<file path="config.mk">
export PLATFORM = sky130hd
export DESIGN_NAME = mirfak_if_prefetch
export DESIGN_NICKNAME = d
export VERILOG_FILES = /design/src/rtl/mirfak_if_prefetch.sv
export SDC_FILE = /design/constraint.sdc
export NUM_CORES = 1
export LEC_CHECK = 0
export ABC_AREA = 1
export CAP_MARGIN = 20
export CORE_AREA = 2 2 278 280
export CTS_CLUSTER_SIZE = 30
export DETAILED_ROUTE_END_ITERATION = 12
export DIE_AREA = 0 0 280 282
export PLACE_DENSITY = 0.51
export SKIP_CTS_REPAIR_TIMING = 1
export SYNTH_ARGS = -nofsm -noshare
export SYNTH_HDL_FRONTEND = slang
export SYNTH_SLANG_ARGS = --single-unit
</file>
<file path="constraint.sdc">
create_clock -name clk_i -period 4.85 [get_ports clk_i]
set_clock_uncertainty 0.05 [all_clocks]
set_input_delay 0.97 -clock clk_i [delete_from_list [all_inputs] [get_ports clk_i]]
set_output_delay 0.97 -clock clk_i [all_outputs]
set_load 0.02 [all_outputs]
</file>
<file path="src/rtl/mirfak_if_prefetch.sv">
// Prefetching instruction fetch: a Wishbone master runs ahead of decode into a DEPTH-entry FIFO; ack-to-ID latency is 2 cycles.
// Requests are issued only when a FIFO slot is guaranteed, so a stalled ID throttles the bus instead of overflowing.

module mirfak_if_prefetch_fifo #(
  parameter int WIDTH = 32,
  parameter int DEPTH = 4
) (
  input  logic                   clk_i,
  input  logic                   rst_i,
  input  logic                   flush,
  input  logic                   push,
  input  logic [WIDTH-1:0]       push_dat,
  input  logic                   pop,
  output logic [WIDTH-1:0]       head_dat,
  output logic [$clog2(DEPTH):0] count
);
  localparam int AW = $clog2(DEPTH);

  logic [WIDTH-1:0] mem [DEPTH];
  logic [AW-1:0]    wr_ptr;
  logic [AW-1:0]    rd_ptr;

  assign head_dat = mem[rd_ptr];

  always_ff @(posedge clk_i) begin
    if (push) mem[wr_ptr] <= push_dat;
  end

  always_ff @(posedge clk_i or posedge rst_i) begin
    if (rst_i) begin
      wr_ptr <= '0;
      rd_ptr <= '0;
      count  <= '0;
    end else if (flush) begin
      wr_ptr <= '0;
      rd_ptr <= '0;
      count  <= '0;
    end else begin
      if (push) wr_ptr <= wr_ptr + 1'b1;
      if (pop)  rd_ptr <= rd_ptr + 1'b1;
      case ({push, pop})
        2'b10:   count <= count + 1'b1;
        2'b01:   count <= count - 1'b1;
        default: ;
      endcase
    end
  end
endmodule

module mirfak_if_prefetch #(
  parameter logic [31:0] RESET_ADDR = 32'h8000_0000,
  parameter int          DEPTH      = 4
) (
  input  logic        clk_i,
  input  logic        rst_i,
  input  logic [31:0] pc_except_i,
  input  logic [31:0] pc_xret_i,
  input  logic [31:0] pc_bj_i,
  input  logic        pc_except_sel_i,
  input  logic        pc_xret_sel_i,
  input  logic        pc_bj_sel_i,
  output logic [31:0] iwbm_addr_o,
  output logic        iwbm_cyc_o,
  output logic        iwbm_stb_o,
  input  logic [31:0] iwbm_dat_i,
  input  logic        iwbm_ack_i,
  input  logic        iwbm_err_i,
  input  logic        ifid_enable_i,
  input  logic        ifid_clear_i,
  output logic        if_ready_o,
  output logic [31:0] id_pc_o,
  output logic [31:0] id_pc4_o,
  output logic [31:0] id_instruction_o,
  output logic        id_if_exception_o,
  output logic [3:0]  id_if_xcause_o,
  output logic        id_bubble
);
  localparam logic [31:0] NOP = 32'h0000_0013;
  localparam int          CW  = $clog2(DEPTH) + 1;

  typedef struct packed {
    logic [31:0] pc;
    logic [31:0] instr;
    logic        exc;
    logic [3:0]  xcause;
  } entry_t;

  typedef enum logic [1:0] {IDLE, REQ, HALT} state_t;

  state_t        state;
  logic [31:0]   fetch_pc;
  logic          req_active;
  logic          redirect;
  logic [31:0]   npc;
  logic          push;
  logic          pop;
  logic          flush;
  logic          empty;
  logic          space;
  logic          space_after;
  entry_t        push_dat;
  entry_t        head;
  logic [CW-1:0] count;
  logic [CW-1:0] count_left;

  assign redirect = pc_except_sel_i | pc_xret_sel_i | pc_bj_sel_i;

  always_comb begin
    npc = pc_bj_i;
    if (pc_except_sel_i)    npc = pc_except_i;
    else if (pc_xret_sel_i) npc = pc_xret_i;
  end

  assign empty       = (count == '0);
  assign pop         = ifid_enable_i & ~empty & ~redirect & ~ifid_clear_i;
  assign count_left  = count - {{(CW-1){1'b0}}, pop};
  assign space       = count_left < CW'(DEPTH);
  // Occupancy after this cycle's ack lands; decides whether to keep the bus cycle open.
  assign space_after = (count_left + 1'b1) < CW'(DEPTH);
  assign flush       = redirect;

  always_comb begin
    push            = 1'b0;
    push_dat.pc     = fetch_pc;
    push_dat.instr  = NOP;
    push_dat.exc    = 1'b1;
    push_dat.xcause = 4'd0;
    if (!redirect) begin
      case (state)
        IDLE: if (fetch_pc[1:0] != 2'b00 && space) push = 1'b1;
        REQ: begin
          if (iwbm_ack_i) begin
            push           = 1'b1;
            push_dat.instr = iwbm_dat_i;
            push_dat.exc   = 1'b0;
          end else if (iwbm_err_i) begin
            push            = 1'b1;
            push_dat.xcause = 4'd1;
          end
        end
        default: ;
      endcase
    end
  end

  mirfak_if_prefetch_fifo #(
    .WIDTH($bits(entry_t)),
    .DEPTH(DEPTH)
  ) u_fifo (
    .clk_i    (clk_i),
    .rst_i    (rst_i),
    .flush    (flush),
    .push     (push),
    .push_dat (push_dat),
    .pop      (pop),
    .head_dat (head),
    .count    (count)
  );

  always_ff @(posedge clk_i or posedge rst_i) begin
    if (rst_i) begin
      state      <= IDLE;
      fetch_pc   <= RESET_ADDR;
      req_active <= 1'b0;
    end else begin
      case (state)
        IDLE: begin
          if (redirect) begin
            fetch_pc <= npc;
          end else if (fetch_pc[1:0] != 2'b00) begin
            if (space) state <= HALT;
          end else if (space) begin
            req_active <= 1'b1;
            state      <= REQ;
          end
        end
        REQ: begin
          if (redirect) begin
            req_active <= 1'b0;
            fetch_pc   <= npc;
            state      <= IDLE;
          end else if (iwbm_ack_i) begin
            fetch_pc <= fetch_pc + 32'd4;
            if (!space_after) begin
              req_active <= 1'b0;
              state      <= IDLE;
            end
          end else if (iwbm_err_i) begin
            req_active <= 1'b0;
            state      <= HALT;
          end
        end
        HALT: begin
          if (redirect) begin
            fetch_pc <= npc;
            state    <= IDLE;
          end
        end
        default: begin
          req_active <= 1'b0;
          state      <= IDLE;
        end
      endcase
    end
  end

  assign iwbm_addr_o = fetch_pc;
  assign iwbm_cyc_o  = req_active;
  assign iwbm_stb_o  = req_active;
  assign if_ready_o  = ~empty;

  always_ff @(posedge clk_i or posedge rst_i) begin
    if (rst_i) begin
      id_pc_o           <= '0;
      id_pc4_o          <= '0;
      id_instruction_o  <= NOP;
      id_if_exception_o <= 1'b0;
      id_if_xcause_o    <= '0;
      id_bubble         <= 1'b1;
    end else if (ifid_clear_i || (redirect && ifid_enable_i) || (ifid_enable_i && empty)) begin
      id_pc_o           <= '0;
      id_pc4_o          <= '0;
      id_instruction_o  <= NOP;
      id_if_exception_o <= 1'b0;
      id_if_xcause_o    <= '0;
      id_bubble         <= 1'b1;
    end else if (pop) begin
      id_pc_o           <= head.pc;
      id_pc4_o          <= head.pc + 32'd4;
      id_instruction_o  <= head.instr;
      id_if_exception_o <= head.exc;
      id_if_xcause_o    <= head.xcause;
      id_bubble         <= 1'b0;
    end
  end
endmodule
</file>
After elaboration in Yosys (flattened, before gate mapping) --
Memory sizes are Yosys's and may differ from the RTL's. Cells that the tools add are included.
Word-level totals: register bits after elaboration 144, output and inout port bits 137, latch bits 0, word-level logic and storage cells 115, bits in read-only memories 0, input port bits 137, memories 1, RAM bits 276
Cells by class: equal/unequal tests 12, reductions and logical operators 17, mux-type cells 54, div/mod/pow operators 0, multiply operators 0, bitwise gates (word level) 9, shifts and indexed selects 0, $lt $le $gt $ge 2, add/subtract/negate cells 8
Memory list:
- u_fifo.mem | depth 4, width 69, rd ports 1, clocked after Yosys merged registers in 0, write ports 1, line 19 | logic [WIDTH-1:0] mem [DEPTH];
Operators with widths (number):
- 2-to-1 mux 32 bit | 11
- 2-to-1 mux 37 bit | 2
- adder 32 x 3 -> 32 bit, second input constant | 2
- one-hot mux 32 bit (2 select lines) | 1
- 2-to-1 mux 33 bit | 1
- 2-to-1 mux 2 bit | 13
- 2-to-1 mux 1 bit | 19
- nonzero test 2 bit | 5
- 2-to-1 mux 4 bit | 2
- != test 2 bit, second input constant | 4
- != test 4 bit, second input constant | 2
- adder 3 x 1 -> 3 bit, second input constant | 2
- less-than comparator 3 bit, second input constant | 2
- one-hot mux 2 bit (3 select lines) | 1
- one-hot mux 3 bit (2 select lines) | 1
- AND reduction 6 bit | 1
- AND reduction 5 bit | 1
- adder 2 x 1 -> 2 bit, second input constant | 2
- == test 2 x 1 -> 1 bit, second input constant | 2
- == test 2 bit, second input constant | 2
- NOT 1 bit | 4
- AND 1 bit | 3
- logical AND 1 bit | 3
- logical NOT 3 bit | 1
- other kinds (13) | 15

Logic depth before layout (Yosys ltp) --
Gate-level depths: netlist (run 1).
depth in word-level cells 14, depth in mapped cells 18

Cells and area by module --
From an unflattened synthesis (run 1), not the netlist that was laid out.
Second synthesis, totals: cell total of the unflattened synthesis 1902, area, all modules 19366.1 um^2
By module, submodules not included:
- mirfak_if_prefetch_fifo | times used 1, cells each 727, area an instance 11153.2 um^2
- mirfak_if_prefetch | times used 1, cells each 1175, area an instance 8212.9 um^2

Worst setup path after synthesis (run 1) --
Ideal clock, no wire load.
kind input -> register, start point input pc_xret_sel_i, end point memory u_fifo.mem[0][0] in the netlist's numbering, enable pin, path buffers 2, stages 12, library setup time 490 ps, arrival 5438 ps, setup slack -1128 ps, cell sequence buf_2 -> nor3_4 -> nand3_1 -> clkinv_1 -> clkbuf_1 -> ha_1 -> ha_1 -> xnor2_1 -> nand2_1 -> nand2_1 -> nand2_1 -> nor2_1
On the way: longest elaborated chain between the ends 13
Ends and longest elaborated chain:
- start: declaration | line 60 | input logic pc_xret_sel_i,
- bitwise OR 1 bit (*) (2 in series) | line 106 | assign redirect = pc_except_sel_i | pc_xret_sel_i | pc_bj_sel_i;
- NOT 1 bit | line 115 | assign pop = ifid_enable_i & ~empty & ~redirect & ~ifid_clear_i;
- AND 1 bit (2 in series) | line 115
- subtractor 3 x 1 -> 3 bit | line 116 | assign count_left = count - {{(CW-1){1'b0}}, pop};
- less-than comparator 3 bit | line 117 | assign space = count_left < CW'(DEPTH);
- logical AND 1 bit | line 130 | IDLE: if (fetch_pc[1:0] != 2'b00 && space) push = 1'b1;
- 2-to-1 mux 1 bit | line 130
- one-hot mux 1 bit (2 select lines) | line 129 | case (state)
- 2-to-1 mux 1 bit (*) | line 128 | if (!redirect) begin
- 2-to-1 mux 1 bit (*) | line 26 | if (push) mem[wr_ptr] <= push_dat;
- 2-to-1 mux 1 bit (implied by the code) (*) | line 26
- end: declaration | line 19
Every way passes the cells marked *; elsewhere a longest branch is shown, timed or not.

Final worst setup path (run 1) --
start point input ifid_clear_i, end point register u_fifo.count[2]
On the way: longest elaborated chain between the ends 11, elaborated cells on any way between the ends 13
Ends and longest elaborated chain:
- start: declaration | line 69 | input logic ifid_clear_i,
- NOT 1 bit (*) | line 115
- AND 1 bit (*) | line 115
- subtractor 3 x 1 -> 3 bit | line 116
- less-than comparator 3 bit | line 117
- logical AND 1 bit | line 130
- 2-to-1 mux 1 bit | line 130
- one-hot mux 1 bit (2 select lines) | line 129
- 2-to-1 mux 1 bit | line 128
- == test 2 x 1 -> 1 bit or == test 2 bit (tied branches) | line 41 | case ({push, pop})
- one-hot mux 3 bit (2 select lines) | line 41
- 2-to-1 mux 3 bit | line 34 | end else if (flush) begin
- end signal: assignment | line 42 | 2'b10: count <= count + 1'b1;
- end signal: assignment | line 43 | 2'b01: count <= count - 1'b1;
- end: declaration | line 15 | output logic [$clog2(DEPTH):0] count
Marks and branches as above. A chain may end at the register's enable or synchronous reset.

==> metrics.md, run 1 <==
| Metric | Value |
|---|---|
| Status | `finished clean` |
| Headroom to the max-slew limit | `0.394` |
| Worst Hold Class | `flip-flop to flip-flop` |
| Die Ht | `282 um` |
| Setup CP Type | `input pin to flip-flop` |
| CP Data Required Time | `5.29 ns` |
| Layout overhead on the synthesized area | `26.0%` |
| Critical Path AT | `4.22 ns` |
| Die Wd | `280 um` |
| TritonCTS clock tree | `yes` |
| Met2 Resource Use GR | `0.236` |
| Final Util | `0.314` |
| Total GRT Usage | `0.144` |
| Initial Util | `0.249` |
| Core Rows | `101` |
| Post-Syn Instances | `2006` |
| Async S/R FF share, synth | `0.345` |
| Antenna violations before repair | `1` |
| CP Max Fanout | `6` |
| Min cycle time layout | `3.78 ns` |
| Placeable core area | `75700 sq um` |
| Synth cell types | `47` |
| Met3 Usage GRT | `0.0263` |
| Final Non-Filler Cells | `3228` |
| Worst-path cell chain | `clkdlybuf4s50_1 -> nor2_1 -> nand3_1 -> inv_2 -> ha_1 -> ha_1 -> xnor2_1 -> nand2_1 -> nand2_1 -> nand2_1 -> buf_4 -> nand2_1 -> inv_1 -> fa_1 -> xnor2_1 -> xor2_1 -> nand2_1 -> o21ai_0` |
| First-pass iteration count of the detailed router | `7` |
| CP Capture Type | `flip-flop` |
| Worst path max stage delay | `0.70 ns` |
| Top_reg_cell synth | `edfxtp_1` |
| Register area share after synthesis | `0.605` |
| Pwr dens | `352 nW/um^2` |
| Worst skew pair latency | `0.57 ns` |
| CTS Root Cell | `clkbuf_16` |
| Htree depth | `2` |
| GRT busiest layer | `met2` |
| Slowest cell on the critical path | `clkdlybuf4s50_1` |
| Final period utilization | `0.779` |
| Vias per cell | `4.57` |
| Largest net degree at the start of global routing | `99` |
| Worst vdd ir | `0.226 mV` |
| Cells after DPL | `3146` |
| Vias in the first global route | `14500` |
| RSZ-0062 raised after global routing | `false` |
| Top cell by count, worst path | `nand2_1` |
| Max-Cap Viols | `0` |
| Share of cells above drive strength 1 | `0.0627` |
| Post-Synth Simple-Gate Area | `0.213` |
| Synth Area in Compound Gates | `0.106` |
| Post-synthesis xor/xnor area fraction | `0.00232` |
| Crit path launch type | `input pin` |
| Syn_area_per_cell | `9.40 sq um` |
| Final GP Congestion | `0.834` |
| Io pins | `274` |
| GRT overflow | `0` |
| Final setup fails | `0` |
| Synth Warn # | `0` |
| Slew Limit Fails | `0` |
| Routed vias | `14800` |
| Post-layout nets | `2361` |
| CTS Sinks | `403` |
| Post-detailed-route wirelength per cell | `18.0 um` |
| Mux share of post-synthesis cell area | `0` |
| Residual DRC count | `0` |
| Port bufs | `270` |
| Clk buf depth | `3` |
| Main combinational cell family by area after synthesis | `simple AND/OR/NAND/NOR gates` |
| Synthesized cell area | `18900 sq um` |
| Total CTS buffers | `45` |
| Global routing met1 resource utilization | `0.196` |
| Final wirelength | `58000 um` |
| Post-DRT Antenna Nets | `0` |
| Slew @ Worst Pin | `0.901 ns` |
| Post-detail-place hpwl | `40300 um` |
| Number of synthesized flops with an enable pin | `264` |
| LEAKAGE | `9.76 nW` |
| Fmax | `265 MHz` |
| Synth Register Bits | `403` |
| Die area | `79000 sq um` |
| Inserted Diodes | `0` |
| Post-Synth Adder-Cell Area | `0.00637` |
| Pre-CTS WS | `0.575 ns` |
| Global-route wire length before repair | `87500 um` |
| Final hold vios | `0` |
| DR iter-0 viols | `1083` |
| Final worst setup slack | `1.07 ns` |
| Reg clk slew, reported paths | `0.06 ns` |
registers in the layout, indices dropped and copies added, names as in the netlist:
signal and cells:
u_fifo.mem 264, id_instruction_o 32, id_pc_o 32, iwbm_addr_o 32, id_pc4_o 30, u_fifo.count 3, state 2, u_fifo.rd_ptr 2
u_fifo.wr_ptr 2, id_bubble 1, id_if_exception_o 1, id_if_xcause_o 1, iwbm_cyc_o 1
critical path, delay by kind of cell:
kind | cells | cell delay [ns]
adders and majority gates | 3 | 0.72
buffers and inverters | 4 | 1.01
AOI/OAI and AO/OA | 1 | 0.07
xor gates and xnor gates | 3 | 0.66
and+or+nand+nor | 7 | 0.78
worst paths after layout:
path                       slack, ns            start              endpoint  cells after the start
hold / removal                  0.43        id_bubble             id_bubble                      2
setup / recovery                1.07     ifid_clear_i       u_fifo.count[2]                     18
max in group asynchronous       3.09            rst_i   id_instruction_o[0]                      3
min in group asynchronous       0.81            rst_i  id_instruction_o[21]                      2
hold reg to reg                 0.43        id_bubble             id_bubble                      2
setup reg to reg                1.48  u_fifo.count[2]       u_fifo.count[2]                     18
per-layer routing:
metal  routed length (um)  up-vias
met2                26900      422
met3                 3220       66
li1                     -     7162
met1                26600     7104
met5                   13        -
met4                 1240        2
synthesized netlist by cell type (5+ instances only):
master / count / area (sq um)
o211ai_1: 14 / 105
nor2_2: 14 / 87.6
nor3_1: 10 / 50.1
buf_4: 45 / 338
clkbuf_1: 59 / 221
o21ai_1: 23 / 115
o22ai_1: 41 / 257
nor2_1: 238 / 893
nand3_1: 135 / 676
buf_6: 8 / 90.1
a22o_1: 35 / 307
ha_1: 8 / 100
o21ai_0: 179 / 896
dfstp_2: 5 / 131
nand2_1: 545 / 2050
edfxtp_1: 264 / 7930
dfrtp_1: 134 / 3350
nand4_1: 13 / 81.3
a21oi_1: 41 / 205
inv_1: 122 / 458
nand2_2: 5 / 31.3
buf_2: 22 / 110
cell type report:
type                            count  area [sq um]
Fill cell                        7736         51900
Sequential cell                   403         11400
Multi-Input combinational cell   1339          6220
Timing Repair Buffer              297          2930
Clock buffer                       65          1300
Tap cell                          978          1220
Inverter                          129           494
Clock inverter                     17           179
cells in the final DEF (no fill, tap or decap), types with 8 or more instances in the layout:
cell type and count:
dfrtp_1 132, nor3_1 10, o211ai_1 14, a22o_1 35, ha_1 8, nor2_2 14, buf_4 25, nor2_1 233
nand4_1 13, clkbuf_1 12, inv_1 121, clkdlybuf4s50_1 270, nor2_4 9, o21ai_0 179, edfxtp_1 264, nand3_1 135
o22ai_1 41, o21ai_1 23, nand2_1 545, clkbuf_16 47, a21oi_1 41
cell families (layout without fill, tap and decap cells):
logic type      Yosys count  count (layout)
compound gates          347             347
xor+xnor                  5               5
fa+ha+maj                 9               9
buf+inv                 266             508
flops                   403             403
other cells               1               3
simple gates            975             975
metrics by stage:
| stage | TNS [ns] | hold slack [ns] | total power (W) | cell area, sq um |
|---|---|---|---|---|
| 2_1_floorplan | -17.91 | 0.430 | 0.00459 | 18900 |
| 3_3_place_gp | 0 | 0.409 | 0.00504 | 22300 |
| 3_5_place_dp | 0 | 0.416 | 0.00505 | 22300 |
| 4_1_cts | 0 | 0.426 | 0.00848 | 23800 |
| 5_1_grt | 0 | 0.459 | 0.00873 | 23800 |
| 6_report | 0 | 0.427 | 0.00837 | 23800 |
power by group:
group / leakage [nW] / internal [W] / switching, W
clock network: 0.714 / 0.00203 / 0.00138
registers: 4.52 / 0.00383 / 0.000205
logic: 4.53 / 0.000363 / 0.000567
total: 9.76 / 0.00622 / 0.00215
Note: power is estimated with default switching activity, not from simulation.
==> run 2: changes to the inputs <==
==> constraint.sdc (replaced) <==
create_clock -name clk_i -period 3.2 [get_ports clk_i]
set_clock_uncertainty 0.05 [all_clocks]
set_input_delay 0.64 -clock clk_i [delete_from_list [all_inputs] [get_ports clk_i]]
set_output_delay 0.64 -clock clk_i [all_outputs]
set_load 0.02 [all_outputs]
==> run 2 against run 1 <==
Against the previous run:
- setup slack got worse by 0.85 ns
- clock power rose by 50%
- die area unchanged
- flip-flop and latch count is the same
- core utilization grew 0.49 points
- critical path depth shrank 1
- register-to-register slack got worse by 1.1 ns
- sequential power is 52% higher
- non-clock buffer count grew 28
- final cell count up 0.90%
- critical path type unchanged
- critical endpoint unchanged
- largest cell class unchanged
==> metrics.md, run 2 (synthesis results as in run 1) <==
| Metric | Value |
|---|---|
| Status | `finished clean` |
| Total CTS buffers | `45` |
| Die area | `79000 sq um` |
| Slew @ Worst Pin | `0.766 ns` |
| CP Max Fanout | `4` |
| Routed vias | `14700` |
| Placeable core area | `75700 sq um` |
| Final Power | `0.0127 W` |
| Crit path launch type | `input pin` |
| Post-layout nets | `2389` |
| TritonCTS clock tree | `yes` |
| Fmax | `336 MHz` |
| Met3 Usage GRT | `0.0275` |
| GRT overflow | `0` |
| Clk buf depth | `3` |
| Top delay family on crit path | `simple AND/OR/NAND/NOR gates` |
| Post-detailed-route wirelength per cell | `17.8 um` |
| Reg clk slew, reported paths | `0.06 ns` |
| DR iter-0 viols | `940` |
| Setup CP Type | `input pin to flip-flop` |
| GRT busiest layer | `met2` |
| Worst setup path endpoint | `u_fifo.count[2]` |
| Commonest non-fill, non-tap cells in the layout | `543 x nand2_1, 270 x clkdlybuf4s50_1, 264 x edfxtp_1, 233 x nor2_1, 179 x o21ai_0` |
| Commonest non-fill, non-tap cell in the layout | `nand2_1` |
| FF-to-FF End | `u_fifo.count[2]` |
| Initial Util | `0.249` |
| Cells after DPL | `3174` |
| Most flops, register | `u_fifo.mem` |
| CTS Root Cell | `clkbuf_16` |
| Worst skew pair latency | `0.57 ns` |
| Final setup TNS | `0 ns` |
| Crit path depth | `17` |
| Final period utilization | `0.931` |
| LEAKAGE | `9.93 nW` |
| Final wirelength | `57800 um` |
| Global routing met1 resource utilization | `0.193` |
| Inserted Diodes | `0` |
| Port bufs | `270` |
| Worst path max stage delay | `0.46 ns` |
| Worst-path cell chain | `clkdlybuf4s50_1 -> nor3_4 -> nand3_2 -> clkinv_2 -> ha_4 -> ha_4 -> xnor2_2 -> nand2_1 -> nand2_2 -> nand2_4 -> nand2_1 -> inv_1 -> fa_1 -> xnor2_1 -> xor2_1 -> nand2_1 -> o21ai_0` |
| Global-route wire length before repair | `87000 um` |
| Headroom to the max-slew limit | `0.489` |
| Total GRT Usage | `0.143` |
| Final setup fails | `0` |
| Worst Hold Class | `input pin to async pin` |
| Slowest cell on the critical path | `clkdlybuf4s50_1` |
| Post-detail-place hpwl | `41200 um` |
| First-pass iteration count of the detailed router | `6` |
| Die Ht | `282 um` |
| Critical Path AT | `3.38 ns` |
| Share of cells above drive strength 1 | `0.0777` |
| CP Data Required Time | `3.61 ns` |
| Max-Cap Viols | `0` |
| Worst r2r src | `u_fifo.count[1]` |
| Top cell by count, worst path | `nand2_1` |
| Vias per cell | `4.52` |
| Worst vdd ir | `0.338 mV` |
| Met2 Resource Use GR | `0.235` |
| Antenna violations before repair | `2` |
| Post-DRT Antenna Nets | `0` |
| Crit path from | `pc_xret_sel_i` |
| Io pins | `274` |
| CTS Sinks | `403` |
| Die Wd | `280 um` |
| Core Rows | `101` |
| Worst R2R Setup Slack | `0.39 ns` |
| Layout overhead on the synthesized area | `28.0%` |
| Final Non-Filler Cells | `3257` |
| Largest net degree at the start of global routing | `91` |
| Htree depth | `2` |
| Final GP Congestion | `0.854` |
| Slew Limit Fails | `0` |
| Min cycle time layout | `2.98 ns` |
| RSZ-0062 raised after global routing | `false` |
| Final hold vios | `0` |
| WHS | `0.405 ns` |
| Residual DRC count | `0` |
| Vias in the first global route | `14300` |
| CP Buf/Inv Count | `3` |
| CP Capture Type | `flip-flop` |
| Largest register FFs | `264` |
| Pwr dens | `526 nW/um^2` |
| Reg2Reg Depth | `17` |
==> run 2: layer usage <==
layer,up-vias,part of all wire
met2,416,0.47
met3,77,0.056
met5,-,0.00022
met1,7008,0.46
met4,2,0.024
li1,7217,-
==> run 2: worst min path at each step <==
stage | to | slack [ns] | depth (start not counted)
CTS | id_pc4_o[7] | 0.39 | 2
global placement | id_bubble | 0.41 | 2
finish | id_pc4_o[12] | 0.41 | 2
floorplan | iwbm_addr_o[31] | 0.43 | 2
global route | id_pc4_o[7] | 0.43 | 2
detailed placement | id_bubble | 0.41 | 2
==> run 2: worst reg2reg max path: cells and delay by family (launching register included) <==
family,cells,cell delay [ns]
simple gates,8,0.79
buf+inv,2,0.16
xor+xnor,3,0.48
compound gates,1,0.07
fa+ha+maj,3,0.72
flops,1,0.42
==> run 2: cell type report <==
| cell class | instances | area [sq um] |
|---|---|---|
| Clock buffer | 62 | 1210 |
| Clock inverter | 21 | 244 |
| Fill cell | 7697 | 51600 |
| Inverter | 129 | 494 |
| Multi-Input combinational cell | 1339 | 6270 |
| Sequential cell | 403 | 11400 |
| Tap cell | 978 | 1220 |
| Timing Repair Buffer | 325 | 3280 |
==> run 2: metrics by stage <==
step	instance area [sq um]	util	setup WS, ns
detailed placement	22700	0.300	-0.363
finish	24100	0.319	0.221
global route	24100	0.319	0.0443
CTS	24100	0.319	0.260
floorplan	19000	-	-0.321
global placement	22700	0.300	-0.371
==> run 2: power breakdown <==
part           internal, W  switching [W]
Clock              0.00300        0.00212
Sequential         0.00580       0.000310
Combinational     0.000590       0.000881
Total              0.00939        0.00331
